## config.mk

```make
export PLATFORM = sky130hd
export DESIGN_NAME = controller_op_stack_flat
export DESIGN_NICKNAME = d
export VERILOG_FILES = /design/src/rtl/controller_op_stack_if.sv /design/src/rtl/controller_op_stack.sv /design/src/flat_wrapper.sv
export SDC_FILE = /design/constraint.sdc
export NUM_CORES = 1
export LEC_CHECK = 0
export BUFFER_PORTS_ARGS = -buffer_cell sky130_fd_sc_hd__buf_2
export CORE_AREA = 2 2 104 106
export DETAILED_ROUTE_END_ITERATION = 12
export DIE_AREA = 0 0 106 108
export GPL_TIMING_DRIVEN = 1
export PLACE_DENSITY_LB_ADDON = 0.05
export SLEW_MARGIN = 25
export SYNTH_ARGS = -nofsm -noshare
export SYNTH_HDL_FRONTEND = slang
export SYNTH_SLANG_ARGS = --single-unit
```

## constraint.sdc

```tcl
create_clock -name Clock -period 2.15 [get_ports Clock]
set_input_delay 0.43 -clock Clock [delete_from_list [all_inputs] [get_ports Clock]]
set_output_delay 0.43 -clock Clock [all_outputs]
set_load 0.05 [all_outputs]
```

## src/rtl/controller_op_stack_if.sv

```systemverilog
// Operator-stack bus between the calculator controller and its LIFO.
//   master : controller side, drives push/pop/clear strobes and wdata,
//            reads top-of-stack, count and status flags.
//   slave  : stack side, the mirror image.
interface controller_op_stack_if #(
  parameter int AW   = 4,
  parameter int CO_N = 4
);
  logic            op_push;
  logic            op_pop;
  logic            op_clear;
  logic [CO_N-1:0] op_wdata;
  logic [CO_N-1:0] op_data;
  logic            op_empty;
  logic            op_full;
  logic [AW:0]     op_count;
  logic            op_ovf;
  logic            op_udf;

  modport master (
    output op_push, op_pop, op_clear, op_wdata,
    input  op_data, op_empty, op_full, op_count, op_ovf, op_udf
  );

  modport slave (
    input  op_push, op_pop, op_clear, op_wdata,
    output op_data, op_empty, op_full, op_count, op_ovf, op_udf
  );
endinterface

```

## src/rtl/controller_op_stack.sv

```systemverilog
// Operator stack for the calculator controller: a 2**AW deep LIFO of
// CO_N-bit operator codes with a registered top-of-stack, registered
// count/empty/full and sticky overflow/underflow flags.
//   Clock : system clock, rising edge
//   Reset : synchronous, active-high
//   op    : slave side of controller_op_stack_if (strobes in, status out)
module controller_op_stack #(
  parameter int              AW    = 4,
  parameter int              CO_N  = 4,
  parameter logic [CO_N-1:0] CO_NO = '0  // "no operator" code shown when empty
) (
  input  logic                   Clock,
  input  logic                   Reset,
  controller_op_stack_if.slave   op
);

  localparam int          DEPTH  = 1 << AW;
  localparam logic [AW:0] CNT_FULL = {1'b1, {AW{1'b0}}};

  logic [CO_N-1:0] mem_q [DEPTH];
  logic [CO_N-1:0] mem_d [DEPTH];
  logic [AW:0]     cnt_q, cnt_d;
  logic [CO_N-1:0] data_q, data_d;
  logic            empty_q, empty_d;
  logic            full_q, full_d;
  logic            ovf_q, ovf_d;
  logic            udf_q, udf_d;

  // Pointers use only the low AW bits: at full count those bits are zero,
  // so top/below wrap naturally to DEPTH-1 / DEPTH-2.
  logic [AW-1:0] wr_ptr, top_ptr, below_ptr;
  assign wr_ptr    = cnt_q[AW-1:0];
  assign top_ptr   = cnt_q[AW-1:0] - AW'(1);
  assign below_ptr = cnt_q[AW-1:0] - AW'(2);

  always_comb begin
    mem_d   = mem_q;
    cnt_d   = cnt_q;
    data_d  = data_q;
    ovf_d   = ovf_q;
    udf_d   = udf_q;
    if (op.op_clear) begin
      // Array contents left as-is; count reset makes them unreachable.
      cnt_d  = '0;
      data_d = CO_NO;
      ovf_d  = 1'b0;
      udf_d  = 1'b0;
    end else begin
      unique case ({op.op_push, op.op_pop})
        2'b10: begin
          if (full_q) begin
            ovf_d = 1'b1;
          end else begin
            mem_d[wr_ptr] = op.op_wdata;
            cnt_d         = cnt_q + 1'b1;
            data_d        = op.op_wdata;
          end
        end
        2'b01: begin
          if (empty_q) begin
            udf_d = 1'b1;
          end else begin
            cnt_d  = cnt_q - 1'b1;
            data_d = (cnt_q >= (AW+1)'(2)) ? mem_q[below_ptr] : CO_NO;
          end
        end
        2'b11: begin
          if (empty_q) begin
            // Nothing to replace: acts as a plain push, but the pop half
            // still counts as an underflow.
            mem_d[wr_ptr] = op.op_wdata;
            cnt_d         = cnt_q + 1'b1;
            udf_d         = 1'b1;
          end else begin
            mem_d[top_ptr] = op.op_wdata;
          end
          data_d = op.op_wdata;
        end
        default: ;
      endcase
    end
    empty_d = (cnt_d == '0);
    full_d  = (cnt_d == CNT_FULL);
  end

  always_ff @(posedge Clock) begin
    if (Reset) begin
      cnt_q   <= '0;
      data_q  <= CO_NO;
      empty_q <= 1'b1;
      full_q  <= 1'b0;
      ovf_q   <= 1'b0;
      udf_q   <= 1'b0;
    end else begin
      cnt_q   <= cnt_d;
      data_q  <= data_d;
      empty_q <= empty_d;
      full_q  <= full_d;
      ovf_q   <= ovf_d;
      udf_q   <= udf_d;
    end
  end

  // Storage carries no reset; contents are don't-care while unreachable.
  always_ff @(posedge Clock) begin
    mem_q <= mem_d;
  end

  assign op.op_data  = data_q;
  assign op.op_empty = empty_q;
  assign op.op_full  = full_q;
  assign op.op_count = cnt_q;
  assign op.op_ovf   = ovf_q;
  assign op.op_udf   = udf_q;

endmodule

```

## src/flat_wrapper.sv

```systemverilog
// flat-port wrapper written by rule: the top's interface ports become plain ports
module controller_op_stack_flat 
#(
  parameter int              AW    = 4,
  parameter int              CO_N  = 4,
  parameter logic [CO_N-1:0] CO_NO = '0                                        
)
  (Clock, Reset, op_op_push, op_op_pop, op_op_clear, op_op_wdata, op_op_data, op_op_empty, op_op_full, op_op_count, op_op_ovf, op_op_udf);
  controller_op_stack_if #(.AW(AW), .CO_N(CO_N)) op_i ();
  input  logic Clock;
  input  logic Reset;
  input wire logic [$bits(op_i.op_push)-1:0] op_op_push;
  input wire logic [$bits(op_i.op_pop)-1:0] op_op_pop;
  input wire logic [$bits(op_i.op_clear)-1:0] op_op_clear;
  input wire logic [$bits(op_i.op_wdata)-1:0] op_op_wdata;
  output wire logic [$bits(op_i.op_data)-1:0] op_op_data;
  output wire logic [$bits(op_i.op_empty)-1:0] op_op_empty;
  output wire logic [$bits(op_i.op_full)-1:0] op_op_full;
  output wire logic [$bits(op_i.op_count)-1:0] op_op_count;
  output wire logic [$bits(op_i.op_ovf)-1:0] op_op_ovf;
  output wire logic [$bits(op_i.op_udf)-1:0] op_op_udf;
  assign op_i.op_push = op_op_push;
  assign op_i.op_pop = op_op_pop;
  assign op_i.op_clear = op_op_clear;
  assign op_i.op_wdata = op_op_wdata;
  assign op_op_data = op_i.op_data;
  assign op_op_empty = op_i.op_empty;
  assign op_op_full = op_i.op_full;
  assign op_op_count = op_i.op_count;
  assign op_op_ovf = op_i.op_ovf;
  assign op_op_udf = op_i.op_udf;
  controller_op_stack #(.AW(AW), .CO_N(CO_N), .CO_NO(CO_NO)) u_core (.Clock(Clock), .Reset(Reset), .op(op_i));
endmodule
```

# [Word level (Yosys, flattened, before mapping)]
# Cells that the tools add are included.
[classes] n_addsub=4 magnitude_cmp=6 n_eq_ne=6 muxes=21 n_bitwise=4 reduce_logical=11
[ops] operator="$bwmux 64" n=2
[ops] operator="$mux 64" n=2
[ops] operator="$pmux 64 s2" n=1
[ops] operator="$demux 4 s4" n=2
[ops] operator="$mux 4" n=7
[ops] operator="$mux 5" n=4
[ops] operator="$bmux 4 s4" n=1
[ops] operator="$ge 5x5->1 const B" n=3
[ops] operator="$not 4->5" n=3
[ops] operator="$pmux 5 s3" n=1
[ops] operator="$pmux 4 s3" n=1
[ops] operator="$lt 5x1->1 const B" n=2
[ops] operator="$reduce_and 3->1" n=2
[ops] operator="$add 5x1->5 const B" n=1
[ops] operator="$eq 5x5->1 const B" n=1
[ops] operator="$ge 5x2->1 const B" n=1
[ops] operator="$logic_not 5->1" n=1
[ops] operator="$sub 5x1->5 const B" n=1
[ops] operator="$eq 2x2->1 const B" n=2
[ops] operator="$ne 2x2->1 const B" n=2
[ops] operator="$reduce_and 2->1" n=2
[ops] operator="$reduce_or 2->1" n=2
[ops] operator="$sub 4x1->4 const B" n=1
[ops] operator="$sub 4x2->4 const B" n=1
[ops] operator="other kinds (5)" n=6
[word_totals] ff_bits=77 input_bits=9 out_inout_bits=13 wordCells=74

# [Logic depth before layout (Yosys ltp)]
# Gate-level depths: netlist of run 1.
[logic_depth] ltp_word=9 mapped_depth=11 depth_no_buf=8

# [Least setup slack after synthesis of run 1]
# No wires, ideal clock.
[synth_path] path_type="register -> register" from="reg, netlist name u_core.op.op_count[0]" to="reg u_core.mem_q[10] (netlist name), enable pin" setup_ns=0.329 arrival_ns=2.350 required_time_ns=1.821 slack_ns=-0.529 stages_incl_launch_ff=10 n_path_buf=3 period_less_slack_ns=2.679 cell_sequence="dfxtp_1 > buf_4 > buf_6 > inv_1 > ha_1 > buf_2 > xnor2_1 > nor2_1 > a21oi_1 > nor2_1"
[synth_rtl] item="end signal: assignment" line="controller_op_stack.sv:106" source="mem_q <= mem_d;"
[synth_rtl] item="end: declaration" line="controller_op_stack.sv:20" source="logic [CO_N-1:0] mem_q [DEPTH];"

==> results of run 1 <==
## logic make-up (layout without fill, tap and decap cells)
logic type | count (synthesis) | count (layout)
simple gates | 180 | 180
compound gates | 91 | 91
fa+ha+maj | 9 | 9
mux | 52 | 52
buf+inv | 32 | 71
flops | 77 | 77
xor+xnor | 8 | 8
## Yosys cell counts (all sizes together)
| cell | count |
|---|---|
| xnor2 | 4 |
| nand3 | 42 |
| buf | 10 |
| and2b | 1 |
| o31ai | 1 |
| nand2 | 66 |
| clkbuf | 17 |
| mux2i | 36 |
| nor2 | 59 |
| a222oi | 1 |
| a22o | 1 |
| a31oi | 1 |
| mux4 | 16 |
| nor2b | 2 |
| dfxtp | 13 |
| a31o | 2 |
| o22ai | 2 |
| xor2 | 4 |
| edfxtp | 64 |
| a221o | 1 |
| inv | 5 |
| ha | 9 |
| a21oi | 63 |
| and2 | 1 |
| o21ai | 14 |
| and3 | 1 |
| or2 | 2 |
| a21boi | 1 |
| nand3b | 1 |
| o22a | 4 |
| nand2b | 5 |
## stage by stage
| step | TNS [ns] | worst slack [ns] |
|---|---|---|
| 2_1_floorplan | -0.147 | -0.00752 |
| 3_3_place_gp | 0 | 0.0138 |
| 3_5_place_dp | 0 | 0.0184 |
| 4_1_cts | 0 | 0.0268 |
| 5_1_grt | -0.182 | -0.0172 |
| 6_report | 0 | 0.118 |
## worst max-delay path by stage
stage,from,cells past startpoint,slack [ns],end
after global routing,u_core.op.op_count[1],7,-0.02,u_core.mem_q[46]
after global placement,u_core.op.op_count[1],7,0.01,u_core.op.op_full
final,u_core.op.op_count[1],7,0.12,u_core.mem_q[50]
after detailed placement,u_core.op.op_count[1],7,0.02,u_core.op.op_full
after CTS,u_core.op.op_count[1],7,0.03,u_core.op.op_full
after floorplan,u_core.op.op_count[0],9,-0.008,u_core.mem_q[48]
## power groups by stage
stage	clock network [W]	logic (W)	registers, W
2_1_floorplan	0	0.000444	0.00183
3_3_place_gp	0	0.000640	0.00181
3_5_place_dp	0	0.000646	0.00181
4_1_cts	0.00109	0.000649	0.00178
5_1_grt	0.00115	0.000727	0.00179
6_report	0.00107	0.000669	0.00178
## sequential cells by signal, summed over array words and instances, names as in the netlist
signal / cells
u_core.op.op_data: 4
u_core.op.op_count: 5
u_core.op.op_empty: 1
u_core.op.op_udf: 1
u_core.op.op_ovf: 1
u_core.mem_q: 64
u_core.op.op_full: 1
## metal layers
| layer | vias up | GRT usage | wire length [um] |
|---|---|---|---|
| li1 | 1703 | - | - |
| met1 | 1728 | 0.303 | 5590 |
| met2 | 116 | 0.357 | 5740 |
| met3 | 25 | 0.0422 | 642 |
| met4 | 0 | 0.0836 | 247 |
| met5 | - | 0 | 0 |
## worst max-delay path, delay by kind of cell (launching register included)
| kind | cells | cell delay (ns) |
|---|---|---|
| AND/OR/NAND/NOR | 2 | 0.51 |
| AO/OA/AOI/OAI | 2 | 0.38 |
| flip-flops | 1 | 0.35 |
| adder cells (fa/ha/maj) | 1 | 0.22 |
| buffers and inverters | 1 | 0.14 |
| XOR/XNOR | 1 | 0.13 |
## final cells by class
| type | instances | area, um2 | area share |
|---|---|---|---|
| multi-input cells | 340 | 2360 | 0.448 |
| clock buffers | 11 | 131 | 0.0249 |
| inverters | 5 | 18.8 | 0.00355 |
| clock inverters | 5 | 51.3 | 0.00971 |
| flip-flops and latches | 77 | 2190 | 0.416 |
| repair buffers | 50 | 352 | 0.0666 |
| well taps | 136 | 170 | 0.0322 |
## repair_timing
| item | 4_1_cts | 5_1_grt |
|---|---|---|
| cloned | 0 | 0 |
| hold endpoints to repair | 0 | 0 |
| pin swaps | 0 | 4 |
| resized for setup | 1 | 10 |
| buffers inserted | 0 | 1 |
| endpoints found under the setup margin | 2 | 85 |
==> impl_metrics.json, run 1 <==
{
  "grt-ovfl-total": 0,
  "setup.worst_path.class": "flop to flop",
  "avgSynthCellArea_um2": 10.0,
  "grt_pass1_vias": 3433,
  "finalSetupViolations": 0,
  "antenna_found_initial": 0,
  "crit_path_max_incr_delay_ns": 0.35,
  "cpMostUsedCell": "nor2_2",
  "timing.hold.ws_ns": 0.276,
  "ys_ff_latch": 77,
  "synth.area.top_cells": "edfxtp_1 43%, mux2i_1 8.0%, mux4_2 8.0%",
  "synth_top_area_cell": "edfxtp_1",
  "numCtsBuffers": 9,
  "hold_violations": 0,
  "die_h_um": 108,
  "synth_compound_area_frac": 0.114,
  "p_int_w": 0.00252,
  "status": "finished clean",
  "synth_top_family_by_area": "simple AND/OR/NAND/NOR gates",
  "wl_per_cell_um": 19.6,
  "p_leak_nw": 2.05,
  "grt_pass1_wl_mm": 19.0,
  "finClkSkew_ns": 0.00724,
  "r2r_setup_slack_ns": 0.12,
  "hp-start": "Reset",
  "endpoint_kind": "flop",
  "clk_path_buf_depth": 2,
  "n_antenna_cell": 0,
  "placed_area_um2": 5030,
  "layout_min_cycle_time_ns": 2.03,
  "gp_congestion": 0.817,
  "sw_frac_of_total": 0.284,
  "ir_worst_vdd_uv": 369,
  "cts_tree": "built",
  "worstPathRequired_ns": 2.20,
  "arrival_ns": 2.08,
  "hold_buffers": 0,
  "worst_slew_pin_slew_ns": 0.540,
  "drt_iter0_drc": 232,
  "die_area_um2": 11400,
  "whs_endpoint": "u_core.op.op_count[1]",
  "cts.sinks": 77,
  "htree_num_levels": 3,
  "synth-simple-area-share": 0.170,
  "r2r.worst_path.cells": 7,
  "p_switching_w": 0.000997,
  "yosysSeqAreaShare": 0.484,
  "coreArea_um2": 10200,
  "powerDensity_nw_per_um2": 666,
  "drive_gt1_frac": 0.262,
  "clockRootBuffer": "clkbuf_8",
  "maxSlewHeadroom": 0.638,
  "synth_xor_area_frac": 0.0155,
  "synth_fp_nets": 467,
  "start_util": 0.441,
  "final_cell_mix": "65 x nand2_1, 64 x edfxtp_1, 46 x a21oi_1",
  "critPathSlowestCell": "dfxtp_4",
  "syn_inst": 449,
  "slew_viol_final": 0,
  "fin_area_um2": 5280,
  "wl_mm": 12.2,
  "min_period_over_period": 0.945,
  "seq_power_share": 0.506,
  "die_width_um": 106,
  "maxCapViolations": 0,
  "synth_cell_type_count": 38,
  "crit_chain": "inv_1 -> ha_1 -> a21boi_4 -> xor2_1 -> nor2_2 -> a21oi_2 -> nor2_2",
  "yosys_warnings": 0,
  "r2r_start": "u_core.op.op_count[1]",
  "synth_area_um2": 4510,
  "synth_fa_ha_area_frac": 0.0250,
  "final_nets": 501,
  "p_clk_frac": 0.303,
  "first_pass_iters": 5,
  "vias": 3572,
  "crit_fanout": 5,
  "clk_latency_ns": 0.36,
  "hp-class": "primary input to flop",
  "place_inst": 607,
  "cts.reportedPaths.clkPinSlew_ns": 0.08,
  "fillers": 947,
  "grt_max_degree": 22,
  "rsz0062_at_grt": "yes",
  "post_drt_via_cell_ratio": 5.72,
  "start_kind": "flop",
  "grt_use_total": 0.223,
  "hold_depth": 2,
  "final_util": 0.516,
  "drc": 0,
  "io_pins": 22,
  "power_w": 0.00352,
  "combPwrFrac": 0.190,
  "ant_nets": 0,
  "mostFrequentLayoutCell": "nand2_1",
  "area_growth_syn_to_layout_pct": 17.2,
  "row_count": 37,
  "synthMuxAreaShare": 0.160,
  "fmax_mhz": 492,
  "dp_hpwl_mm": 8.88,
  "io_buffers": 21,
  "fin_cells": 624,
  "r2r-end": "u_core.mem_q[50]",
  "synth.top_cell.area_share": 0.426
}
No activity file was read; power rests on OpenSTA's default activity.
==> run 2, diff against run 1 <==
Settings changed: CELL_PAD_IN_SITES_DETAIL_PLACEMENT set to 1, CELL_PAD_IN_SITES_GLOBAL_PLACEMENT set to 1, CORE_AREA 2 2 104 106 to 2 2 105 107, DIE_AREA 0 0 106 108 to 0 0 107 109, SLEW_MARGIN 25 to 20.
==> run 2 against run 1 <==
Largest power group unchanged. Sequential share of layout area shrank 0.36 points. Via count grew 1.5%. Clock skew grew 0.0034 ns. Worst hold slack gained 0.0038 ns. Combinational power grew 3.1%. Wire length grew 12%. Critical path type unchanged. First-iteration DRC count grew 3.4%. Sequential power is essentially flat. Critical endpoint is now u_core.mem_q[33]. Power grew 1.8%. Flip-flop and latch count is the same.
==> impl_metrics.json, run 2 (synthesized netlist as in run 1, its figures left out) <==
{
  "arrival_ns": 2.09,
  "fmax_mhz": 490,
  "hp-class": "primary input to flop",
  "post_drt_via_cell_ratio": 5.74,
  "timing.hold.ws_ns": 0.279,
  "grt_use_total": 0.248,
  "r2r.worst_path.cells": 8,
  "cts_tree": "built",
  "cts.sinks": 77,
  "endpoint_kind": "flop",
  "status": "finished clean",
  "grt-ovfl-total": 0,
  "coreArea_um2": 10600,
  "hold_depth": 2,
  "cpMostUsedCell": "nor2_2",
  "grt_pass1_vias": 3792,
  "cts.reportedPaths.clkPinSlew_ns": 0.08,
  "vias": 3624,
  "crit_fanout": 5,
  "p_leak_nw": 2.08,
  "setup_slack_ns": 0.109,
  "finClkSkew_ns": 0.0107,
  "mostFrequentLayoutCell": "nand2_1",
  "hold_violations": 0,
  "fillers": 1185,
  "whs_endpoint": "u_core.op.op_count[1]",
  "n_antenna_cell": 0,
  "gp_congestion": 0.806,
  "ff_latch_area_um2": 2190,
  "clk_latency_ns": 0.37,
  "drt_iter0_drc": 240,
  "crit_chain": "inv_1 -> ha_1 -> a21boi_4 -> xor2_2 -> nor2_2 -> buf_4 -> a21oi_2 -> nor2_2",
  "top_register": "u_core.mem_q",
  "numCtsBuffers": 9,
  "power_w": 0.00358,
  "maxCapViolations": 0,
  "wl_per_cell_um": 21.6,
  "finalSetupViolations": 0,
  "maxSlewHeadroom": 0.658,
  "hp-start": "Reset",
  "ir_worst_vdd_uv": 385,
  "final_cell_mix": "65 x nand2_1, 64 x edfxtp_1, 47 x a21oi_1",
  "first_pass_iters": 4,
  "worstPathRequired_ns": 2.20,
  "io_buffers": 21,
  "r2r_setup_slack_ns": 0.11,
  "drc": 0,
  "area_growth_syn_to_layout_pct": 18.2,
  "grt_max_degree": 29,
  "r2r-end": "u_core.mem_q[33]",
  "htree_num_levels": 3,
  "io_pins": 22,
  "die_h_um": 109,
  "min_period_over_period": 0.949,
  "grt_pass1_wl_mm": 21.3,
  "crit_path_max_incr_delay_ns": 0.35,
  "setup.worst_path.class": "flop to flop",
  "wl_mm": 13.7,
  "layout_min_cycle_time_ns": 2.04,
  "die_area_um2": 11700,
  "clk_path_buf_depth": 2,
  "start_kind": "flop",
  "r2r_start": "u_core.op.op_count[1]",
  "drive_gt1_frac": 0.273,
  "final_nets": 504,
  "pre_cts_ws_ns": 0.0210,
  "worst_slew_pin_slew_ns": 0.512,
  "largest_reg_flops": 64,
  "clockRootBuffer": "clkbuf_8",
  "dp_hpwl_mm": 10.0,
  "powerDensity_nw_per_um2": 672,
  "antenna_found_initial": 0,
  "critPathSlowestCell": "dfxtp_4",
  "row_count": 38,
  "slew_viol_final": 0,
  "multiInputGateArea_um2": 2360,
  "ant_nets": 0,
  "die_width_um": 107,
  "start_util": 0.425,
  "hold_buffers": 0
}
==> run 2: changes by cell type in the layout (fill, tap and decap cells not counted), sizes merged <==
cell	delta
clkinv	+2
clkbuf	-2
buf	+3
==> run 2: cell type report <==
cell class,instances,share of cell area
Timing Repair Buffer,53,0.0726
Clock inverter,7,0.0124
Tap cell,140,0.0329
Multi-Input combinational cell,340,0.443
Inverter,5,0.00352
Clock buffer,9,0.0233
Sequential cell,77,0.412
==> run 2: timing repair <==
item	CTS	global route
gates resized for setup	0	10
setup buffers	0	0
setup endpoints to repair	0	64
==> run 2: worst max path at each step <==
| stage | start | endpoint | slack [ns] | depth (start not counted) |
|---|---|---|---|---|
| 6_report | u_core.op.op_count[1] | u_core.mem_q[33] | 0.11 | 8 |
| 3_3_place_gp | u_core.op.op_count[1] | u_core.op.op_full | 0.06 | 7 |
| 3_5_place_dp | u_core.op.op_count[1] | u_core.op.op_full | 0.02 | 7 |
| 2_1_floorplan | u_core.op.op_count[0] | u_core.mem_q[48] | -0.008 | 9 |
| 5_1_grt | u_core.op.op_count[1] | u_core.mem_q[52] | -0.006 | 7 |
| 4_1_cts | u_core.op.op_count[1] | u_core.op.op_full | 0.004 | 7 |
==> run 2: per-stage QoR <==
step	utilization	setup TNS, ns	cells	instance area (um2)
2_1_floorplan	-	-0.147	449	4670
5_1_grt	0.502	-0.0137	631	5330
4_1_cts	0.497	0	631	5270
3_5_place_dp	0.479	0	615	5080
3_3_place_gp	0.479	0	615	5080
6_report	0.502	0	631	5330
==> run 2: worst max-delay path: cells and delay by family (launching register included) <==
family,cells,cell delay (ns)
xor+xnor,1,0.12
fa+ha+maj,1,0.21
flops,1,0.35
buf+inv,2,0.27
compound gates,2,0.36
simple gates,2,0.40
==> run 2: report_power, final <==
| group | internal (W) | switching [W] |
|---|---|---|
| combinational | 0.000269 | 0.000421 |
| sequential | 0.00173 | 0.0000586 |
| clock | 0.000530 | 0.000573 |
| total | 0.00253 | 0.00105 |
==> run 2: layer usage <==
metal  vias up  wire length [um]  track usage
met5         -                 0            0
met4         0               215       0.0686
met1      1827              6260        0.331
met3        15               504       0.0496
met2        74              6670        0.415
li1       1708                 -            -
==> run 3, diff against run 2 <==
Settings changed: CELL_PAD_IN_SITES_DETAIL_PLACEMENT 1 to 0, GPL_TIMING_DRIVEN 1 to 0.
==> run 3 against run 2 <==
Worst hold slack worse by 0.025 ns. Largest power group unchanged. Register-to-register slack lost 0.07 ns. Via count is 0.39% lower. Global-route usage fell by 1.6 points. Core utilization is 2.2 points higher. Sequential share of layout area is 1.7 points lower. Flip-flop and latch count unchanged. Worst setup slack worse by 0.070 ns. Clock skew rose by 0.0017 ns. Die area is the same. Cell area increased by 4.3%. Largest cell class unchanged.
==> impl_metrics.json, run 3 (synthesized netlist as in run 1, its figures left out) <==
{
  "antenna_found_initial": 0,
  "layout_min_cycle_time_ns": 2.11,
  "worstPathRequired_ns": 2.22,
  "hold_depth": 2,
  "fin_area_um2": 5560,
  "drive_gt1_frac": 0.271,
  "critPathSlowestCell": "dfxtp_4",
  "final_nets": 507,
  "wl_met3_um": 649,
  "r2r-end": "u_core.mem_q[43]",
  "fin_cells": 634,
  "wl_mm": 12.7,
  "top_register": "u_core.mem_q",
  "drt_iter0_drc": 236,
  "clk_path_buf_depth": 2,
  "grt_pass1_vias": 3549,
  "wl_per_cell_um": 20.1,
  "n_antenna_cell": 0,
  "crit_chain": "buf_8 -> clkinvlp_4 -> ha_2 -> a21boi_4 -> xor2_2 -> nor2_4 -> a21oi_4 -> nor2_4",
  "hp-class": "primary input to flop",
  "cp_top_family": "simple AND/OR/NAND/NOR gates",
  "placed_area_um2": 4930,
  "endpoint_kind": "flop",
  "whs_endpoint": "u_core.op.op_count[1]",
  "cts.sinks": 77,
  "ir_worst_vdd_uv": 413,
  "m1WireLength_mm": 5.63,
  "htree_num_levels": 3,
  "io_buffers": 17,
  "finalSetupViolations": 0,
  "crit_fanout": 5,
  "cts_tree": "built",
  "r2r_start": "u_core.op.op_count[1]",
  "mostFrequentLayoutCell": "nand2_1",
  "r2r.worst_path.cells": 8,
  "dp_hpwl_mm": 9.26,
  "grt_max_degree": 13,
  "post_drt_via_cell_ratio": 5.69,
  "crit_buf_inv": 2,
  "largest_reg_flops": 64,
  "cpMostUsedCell": "nor2_4",
  "vias": 3610,
  "final_util": 0.524,
  "rsz0062_at_grt": "yes",
  "crit_path_max_incr_delay_ns": 0.38,
  "ant_nets": 0,
  "setup.worst_path.class": "flop to flop",
  "cts.reportedPaths.clkPinSlew_ns": 0.08,
  "row_count": 38,
  "clockRootBuffer": "clkbuf_8",
  "worst-path-stages": 8,
  "powerDensity_nw_per_um2": 672,
  "grt-ovfl-total": 0,
  "status": "finished clean",
  "hold_violations": 0,
  "grt_pass1_wl_mm": 19.9,
  "first_pass_iters": 5,
  "start_util": 0.425,
  "io_pins": 22,
  "die_h_um": 109,
  "area_growth_syn_to_layout_pct": 23.3,
  "arrival_ns": 2.18,
  "numCtsBuffers": 9,
  "grt_use_total": 0.233,
  "clk_latency_ns": 0.36,
  "hp-start": "Reset",
  "die_area_um2": 11700,
  "maxSlewHeadroom": 0.500,
  "die_width_um": 107,
  "min_period_over_period": 0.982,
  "place_inst": 606,
  "finClkSkew_ns": 0.0124,
  "drc": 0,
  "start_kind": "flop",
  "wl_met2_mm": 6.35,
  "gp_congestion": 0.815,
  "top_layer_used": "met4",
  "r2r_setup_slack_ns": 0.04,
  "slew_viol_final": 0,
  "fmax_mhz": 474,
  "maxCapViolations": 0,
  "coreArea_um2": 10600,
  "final_cell_mix": "65 x nand2_1, 64 x edfxtp_1, 43 x a21oi_1",
  "worst_slew_pin_slew_ns": 0.750,
  "p_leak_nw": 2.08
}
run 3: worst reg2reg max path: stages, from the launching register on:
cell and delay (ns):
dfxtp_4 0.38, buf_8 0.11, clkinvlp_4 0.14, ha_2 0.24, a21boi_4 0.21, xor2_2 0.14
nor2_4 0.27, a21oi_4 0.14, nor2_4 0.19
run 3: per-layer routing:
layer / vias to the layer above / global-route usage
li1: 1723 / -
met1: 1792 / 0.311
met2: 87 / 0.388
met3: 8 / 0.0466
met4: 0 / 0.0631
met5: - / 0
run 3: final cells by class:
class	instances	area (um2)
sequential	77	2190
multi-input combinational	340	2590
tap	140	175
clock buffer	12	135
timing repair buffer	34	229
fill	973	5050
buffer	22	134
clock inverter	4	72.6
inverter	5	25.0
run 3: where the power goes:
part	internal [W]	leakage, nW	switching, W
logic	0.000290	1.27	0.000449
registers	0.00173	0.710	0.0000543
clock network	0.000655	0.102	0.000557
run 3: worst max path at each step:
stage                     startpoint                to  slack (ns)
2_1_floorplan  u_core.op.op_count[0]  u_core.mem_q[48]      -0.008
3_3_place_gp              op_op_push  u_core.mem_q[22]       -0.40
3_5_place_dp              op_op_push  u_core.mem_q[22]       -0.39
4_1_cts        u_core.op.op_count[2]  u_core.mem_q[60]      -0.005
5_1_grt        u_core.op.op_count[1]  u_core.mem_q[40]       -0.09
6_report       u_core.op.op_count[1]  u_core.mem_q[43]        0.04
run 3: metrics by stage:
stage	worst slack [ns]	total power, W	hold WS, ns	TNS (ns)
finish	0.0391	0.00373	0.255	0
global route	-0.0859	0.00388	0.244	-1.65
CTS	-0.00482	0.00373	0.233	-0.0188
detailed placement	-0.393	0.00245	0.462	-32.55
global placement	-0.396	0.00244	0.445	-34.61
floorplan	-0.00752	0.00227	0.493	-0.147
run 3: timing repair:
item	in CTS	in global routing
setup buffers	12	7
endpoints found under the setup margin	134	130
pin swaps	11	13
hold buffers	0	0
gates resized for setup	41	22
